--- config.mk ---
export PLATFORM = sky130hd
export DESIGN_NAME = proc_ctrl
export DESIGN_NICKNAME = d
export VERILOG_FILES = /design/src/rtl/proc_ctrl_pkg.sv /design/src/rtl/proc_ctrl_decode.sv /design/src/rtl/proc_ctrl.sv
export SDC_FILE = /design/constraint.sdc
export NUM_CORES = 1
export LEC_CHECK = 0
export CAP_MARGIN = 20
export CORE_UTILIZATION = 43
export CTS_CLUSTER_SIZE = 28
export DETAILED_ROUTE_END_ITERATION = 10
export PLACE_DENSITY = 0.9
export SYNTH_ARGS = -nofsm -noshare
export SYNTH_HDL_FRONTEND = slang
export SYNTH_SLANG_ARGS = --single-unit
--- constraint.sdc ---
create_clock -name clk -period 2.55 [get_ports clk]
set_input_delay 0.255 -clock clk [delete_from_list [all_inputs] [get_ports clk]]
set_output_delay 0.255 -clock clk [all_outputs]
set_load 0.02 [all_outputs]
--- src/rtl/proc_ctrl_pkg.sv ---
// proc_ctrl_pkg: shared widths, opcodes, timing-state encodings and IR field positions for proc_ctrl.
package proc_ctrl_pkg;
    localparam int REG_IDX_W = 3;
    localparam int SEL_W     = 4;
    localparam int OP_W      = 3;
    localparam int IR_W      = OP_W + 2 * REG_IDX_W;
    localparam int III_LSB   = 2 * REG_IDX_W;
    localparam int XXX_LSB   = REG_IDX_W;
    localparam int YYY_LSB   = 0;
    localparam logic [OP_W-1:0] OP_MV  = 3'b000;
    localparam logic [OP_W-1:0] OP_MVI = 3'b001;
    localparam logic [OP_W-1:0] OP_ADD = 3'b010;
    localparam logic [OP_W-1:0] OP_SUB = 3'b011;
    typedef enum logic [1:0] {T0 = 2'd0, T1 = 2'd1, T2 = 2'd2, T3 = 2'd3} state_t;
    function automatic logic is_alu(input logic [OP_W-1:0] op);
        return op == OP_ADD || op == OP_SUB;
    endfunction
endpackage

--- src/rtl/proc_ctrl_decode.sv ---
// proc_ctrl_decode: combinational map from timing state and latched IR to every datapath control.
module proc_ctrl_decode
    import proc_ctrl_pkg::*;
(
    input  state_t            i_state,
    input  logic              i_run,
    input  logic [IR_W-1:0]   i_ir,
    output logic              o_ir_in,
    output logic [SEL_W-1:0]  o_rin_bin,
    output logic              o_rin_en,
    output logic [SEL_W-1:0]  o_rout_bin,
    output logic              o_rout_en,
    output logic              o_din_out,
    output logic              o_a_in,
    output logic              o_g_in,
    output logic              o_g_out,
    output logic              o_addsub,
    output logic              o_done
);
    logic [OP_W-1:0]      w_op;
    logic [REG_IDX_W-1:0] w_x, w_y, w_rout_idx;
    logic                 w_alu, w_mv, w_mvi, w_t1, w_t2, w_t3;

    assign w_op  = i_ir[III_LSB +: OP_W];
    assign w_x   = i_ir[XXX_LSB +: REG_IDX_W];
    assign w_y   = i_ir[YYY_LSB +: REG_IDX_W];
    assign w_alu = is_alu(w_op);
    assign w_mv  = w_op == OP_MV;
    assign w_mvi = w_op == OP_MVI;
    assign w_t1  = i_state == T1;
    assign w_t2  = i_state == T2;
    assign w_t3  = i_state == T3;

    // ALU ops put X on the bus first (into A), then Y (into G)
    assign w_rout_idx = (w_t1 && w_alu) ? w_x : w_y;

    assign o_ir_in    = i_state == T0 && i_run;
    assign o_rout_en  = (w_t1 && (w_mv || w_alu)) || (w_t2 && w_alu);
    assign o_rin_en   = (w_t1 && (w_mv || w_mvi)) || (w_t3 && w_alu);
    assign o_rout_bin = o_rout_en ? SEL_W'(w_rout_idx) : '0;
    assign o_rin_bin  = o_rin_en ? SEL_W'(w_x) : '0;
    assign o_din_out  = w_t1 && w_mvi;
    assign o_a_in     = w_t1 && w_alu;
    assign o_g_in     = w_t2 && w_alu;
    assign o_addsub   = w_t2 && w_op == OP_SUB;
    assign o_g_out    = w_t3 && w_alu;
    assign o_done     = (w_t1 && !w_alu) || (w_t3 && w_alu);
endmodule

--- src/rtl/proc_ctrl.sv ---
// proc_ctrl: multi-cycle CPU control unit (state register, IR latch, decode).
// Define PROC_CTRL_PERF_EN to add the 16-bit retired-instruction counter instr_count.
module proc_ctrl
    import proc_ctrl_pkg::*;
(
    input  logic              clk,
    input  logic              resetn,
    input  logic              run,
    input  logic [IR_W-1:0]   instr,
`ifdef PROC_CTRL_PERF_EN
    output logic [15:0]       instr_count,
`endif
    output logic              ir_in,
    output logic [SEL_W-1:0]  rin_bin,
    output logic              rin_en,
    output logic [SEL_W-1:0]  rout_bin,
    output logic              rout_en,
    output logic              din_out,
    output logic              a_in,
    output logic              g_in,
    output logic              g_out,
    output logic              addsub,
    output logic              done
);
    state_t            r_state, w_next;
    logic [IR_W-1:0]   r_ir;
    logic              w_alu, w_run;

    assign w_alu = is_alu(r_ir[III_LSB +: OP_W]);
    // run is masked so ir_in stays low while reset is held
    assign w_run = run && resetn;

    always_ff @(posedge clk or negedge resetn) begin
        if (!resetn) begin
            r_state <= T0;
            r_ir    <= '0;
        end else begin
            r_state <= w_next;
            if (r_state == T0 && run) r_ir <= instr;
        end
    end

    always_comb begin
        w_next = (r_state == T0) ? (run ? T1 : T0) :
                 (r_state == T1 && w_alu) ? T2 :
                 (r_state == T2 && w_alu) ? T3 : T0;
    end

    proc_ctrl_decode u_decode (
        .i_state    (r_state),
        .i_run      (w_run),
        .i_ir       (r_ir),
        .o_ir_in    (ir_in),
        .o_rin_bin  (rin_bin),
        .o_rin_en   (rin_en),
        .o_rout_bin (rout_bin),
        .o_rout_en  (rout_en),
        .o_din_out  (din_out),
        .o_a_in     (a_in),
        .o_g_in     (g_in),
        .o_g_out    (g_out),
        .o_addsub   (addsub),
        .o_done     (done)
    );

`ifdef PROC_CTRL_PERF_EN
    logic [15:0] r_cnt;
    always_ff @(posedge clk or negedge resetn) begin
        if (!resetn) r_cnt <= '0;
        else if (done) r_cnt <= r_cnt + 16'd1;
    end
    assign instr_count = r_cnt;
`endif
endmodule

==> run metrics <==
post-cts hold buffer count 0; share of flip-flops with an asynchronous set or reset after synthesis 1.00; kind of end point of the critical path primary output; top cell types by occurrence after synthesis 11 x dfrtp_1, 8 x mux2_2, 7 x and2_1; global-route wire length before repair 1770 um; placement row count 13; Die Span Y 40.7 um; post-route clock period utilization 0.904; post-route clock skew 0.00520 ns; Buf+Inv Stages, Crit Path 1; sum of internal, switching and leakage power slightly below 1 mW; Placement Setup Slack between 0.5 and 0.6 ns; count of synthesis-stage warnings from yosys 0; Die Area 1650 sq um; ratio of cells with drive above 1 in the final layout 0.232; Max FO, Critical Path 9; Max Clock Freq 0.434 GHz; power density over the cells 1080 nW/um^2; buffers added on ports 26; mapped cell area between 600 and 700 sq um; number of antenna violations at the first check in global routing 0; pin count of the biggest net entering global routing 12; endpoint arrival time on the critical path 2.05 ns; worst min-delay path category in2async; detailed-route via count 475; cell-by-cell listing of the critical path and4bb_1 -> mux2i_1 -> nor2_1 -> clkdlybuf4s50_1; instance count of the mapped netlist 54; worst-case clock buffer depth 2; master cell of the clock root buffer clkbuf_4; Routed WL 1290 um; Final Net Count 95; area of the multi-input gates 319 sq um; required time of the critical path 2.30 ns; post-place instance area 892 sq um; mean instance size in the synthesized netlist around 12 sq um; Final Setup Violations 0; area share of the largest cell type after synthesis 0.428; number of top-level design ports 29; CTS tree done; routed wirelength normalized by instance count 13.3 um; synthesis-stage register bit count 11; first-iteration detailed-routing DRC count 2; filler cell count in the final layout 112; worst ir drop on vdd 542 uV; category of cells accounting for the largest share of critical-path delay buffers and inverters; reported leakage power 0.387 nW; Max stage delay on crit path 0.56 ns; Setup Fix Bufs, Post-CTS 0; Critical-path top delay cell clkdlybuf4s50_1; total iterations of the first detailed-routing run 2; DRC violation count after routing 0; Tot GR Track Use 0.175; gr ovfl total 0; Clock Sinks 11; H-tree levels 1; category of the most critical setup path reg2out; signed area change from the synthesized netlist to the final layout 42.8%; post-layout min period 2.30 ns; outcome completed; Post-synth top flop dfrtp_1; Worst-Skew Late Latency 0.26 ns; number of distinct library cells after synthesis 21; most common cell in the netlist dfrtp_1; leading area contributor after synthesis dfrtp_1; post-layout instance count excluding filler cells just under 100; Critical Path Source r_state[1]; EDFF count, synth 0; horizontal extent of the die 40.7 um; final cell utilization of the core 0.680; cell total after placement 93; number of slew-limit violations in the final report 0; routability-driven placement congestion ratio around 0.68; post-DR vias/cell 4.90; vias in the first global route 369; post-CTS clock slew at the launch and capture registers of the worst setup and hold paths 0.07 ns; area taken by flip-flops and latches ~280 sq um; biggest area contributors in the synthesized netlist dfrtp_1 43%, mux2_2 14%, and2_1 6.8%; sequential share of the synthesized area 0.428; TritonCTS buffer count 3; post-CTS resize count 0; number of max-cap violations 0; cell area after layout roughly 900 sq um; Post-Route Hold Slack 0.302 ns; core outline area 1350 sq um; antenna-violating nets left 0; worst reg2reg path startpoint r_state[1]; number of antenna repair diodes 0; HPWL after detailed placement roughly 1000 um; Critical Path Start Type flop; setup repair after global routing missed its margin false; final worst-path setup slack 0.246 ns; final count of hold timing violations 0; sum of negative setup slack 0 ns; Initial Util 0.476
[registers in the layout, indices dropped and copies added, names as in the netlist]
signal	cells
r_ir	9
r_state	2
[report_power, final]
part | internal, mW | leakage (nW) | switching [mW] | total (mW)
sequential | 0.260 | 0.131 | 0.0942 | 0.354
combinational | 0.286 | 0.241 | 0.230 | 0.516
clock | 0.0605 | 0.0150 | 0.0565 | 0.117
total | 0.607 | 0.387 | 0.381 | 0.988
[cells in the final DEF, fill, tap and decap left out, drive strengths merged]
cell	instances
clkdlybuf4s50	26
dfrtp	11
mux2	9
and2	7
nor2	4
clkbuf	4
mux2i	3
xor2	2
nor3b	2
conb	2
buf	2
and4bb	1
nor2b	1
and3b	1
nor4b	1
a21oi	1
inv	1
and3	1
or2	1
and4b	1
xnor2	1
[final cells by class]
| class | instances | area share |
|---|---|---|
| Clock buffer | 4 | 0.0286 |
| Timing Repair Buffer | 28 | 0.300 |
| Inverter | 1 | 0.00409 |
| Multi-Input combinational cell | 38 | 0.347 |
| Tap cell | 15 | 0.0204 |
| Sequential cell | 11 | 0.300 |
[worst reg2reg max path: stages (launching register included)]
cell     delay [ns]
dfrtp_1        0.49
nor3b_2        0.22
buf_4          0.22
mux2_2         0.35
[layer usage]
metal	wire length (um)	track usage	up-vias
li1	-	-	236
met1	585	0.237	223
met2	642	0.258	14
met3	41	0.0326	2
met4	19	0.100	0
met5	0	0	-
[path summary, 6_finish.rpt]
check                                    to  slack (ns)  depth (start not counted)
min in group clk                    r_ir[2]        0.52                          1
worst max-delay path            rout_bin[2]        0.25                          4
worst min-delay path                r_ir[1]        0.30                          2
worst min register to register      r_ir[2]        0.52                          1
worst max register to register      r_ir[8]        1.15                          3
max in group asynchronous           r_ir[2]        2.10                          2
[kinds of logic (layout without fill, tap and decap cells)]
kind of cell / after synthesis / after routing / synth area share
AO/OA/AOI/OAI: 1 / 1 / 0.00777
XOR/XNOR: 3 / 3 / 0.0409
buffers and inverters: 6 / 33 / 0.0817
flip-flops: 11 / 11 / 0.428
multiplexers: 12 / 12 / 0.204
other: 1 / 2 / 0.00583
AND/OR/NAND/NOR: 20 / 20 / 0.232
No activity file was read; power rests on OpenSTA's default activity.
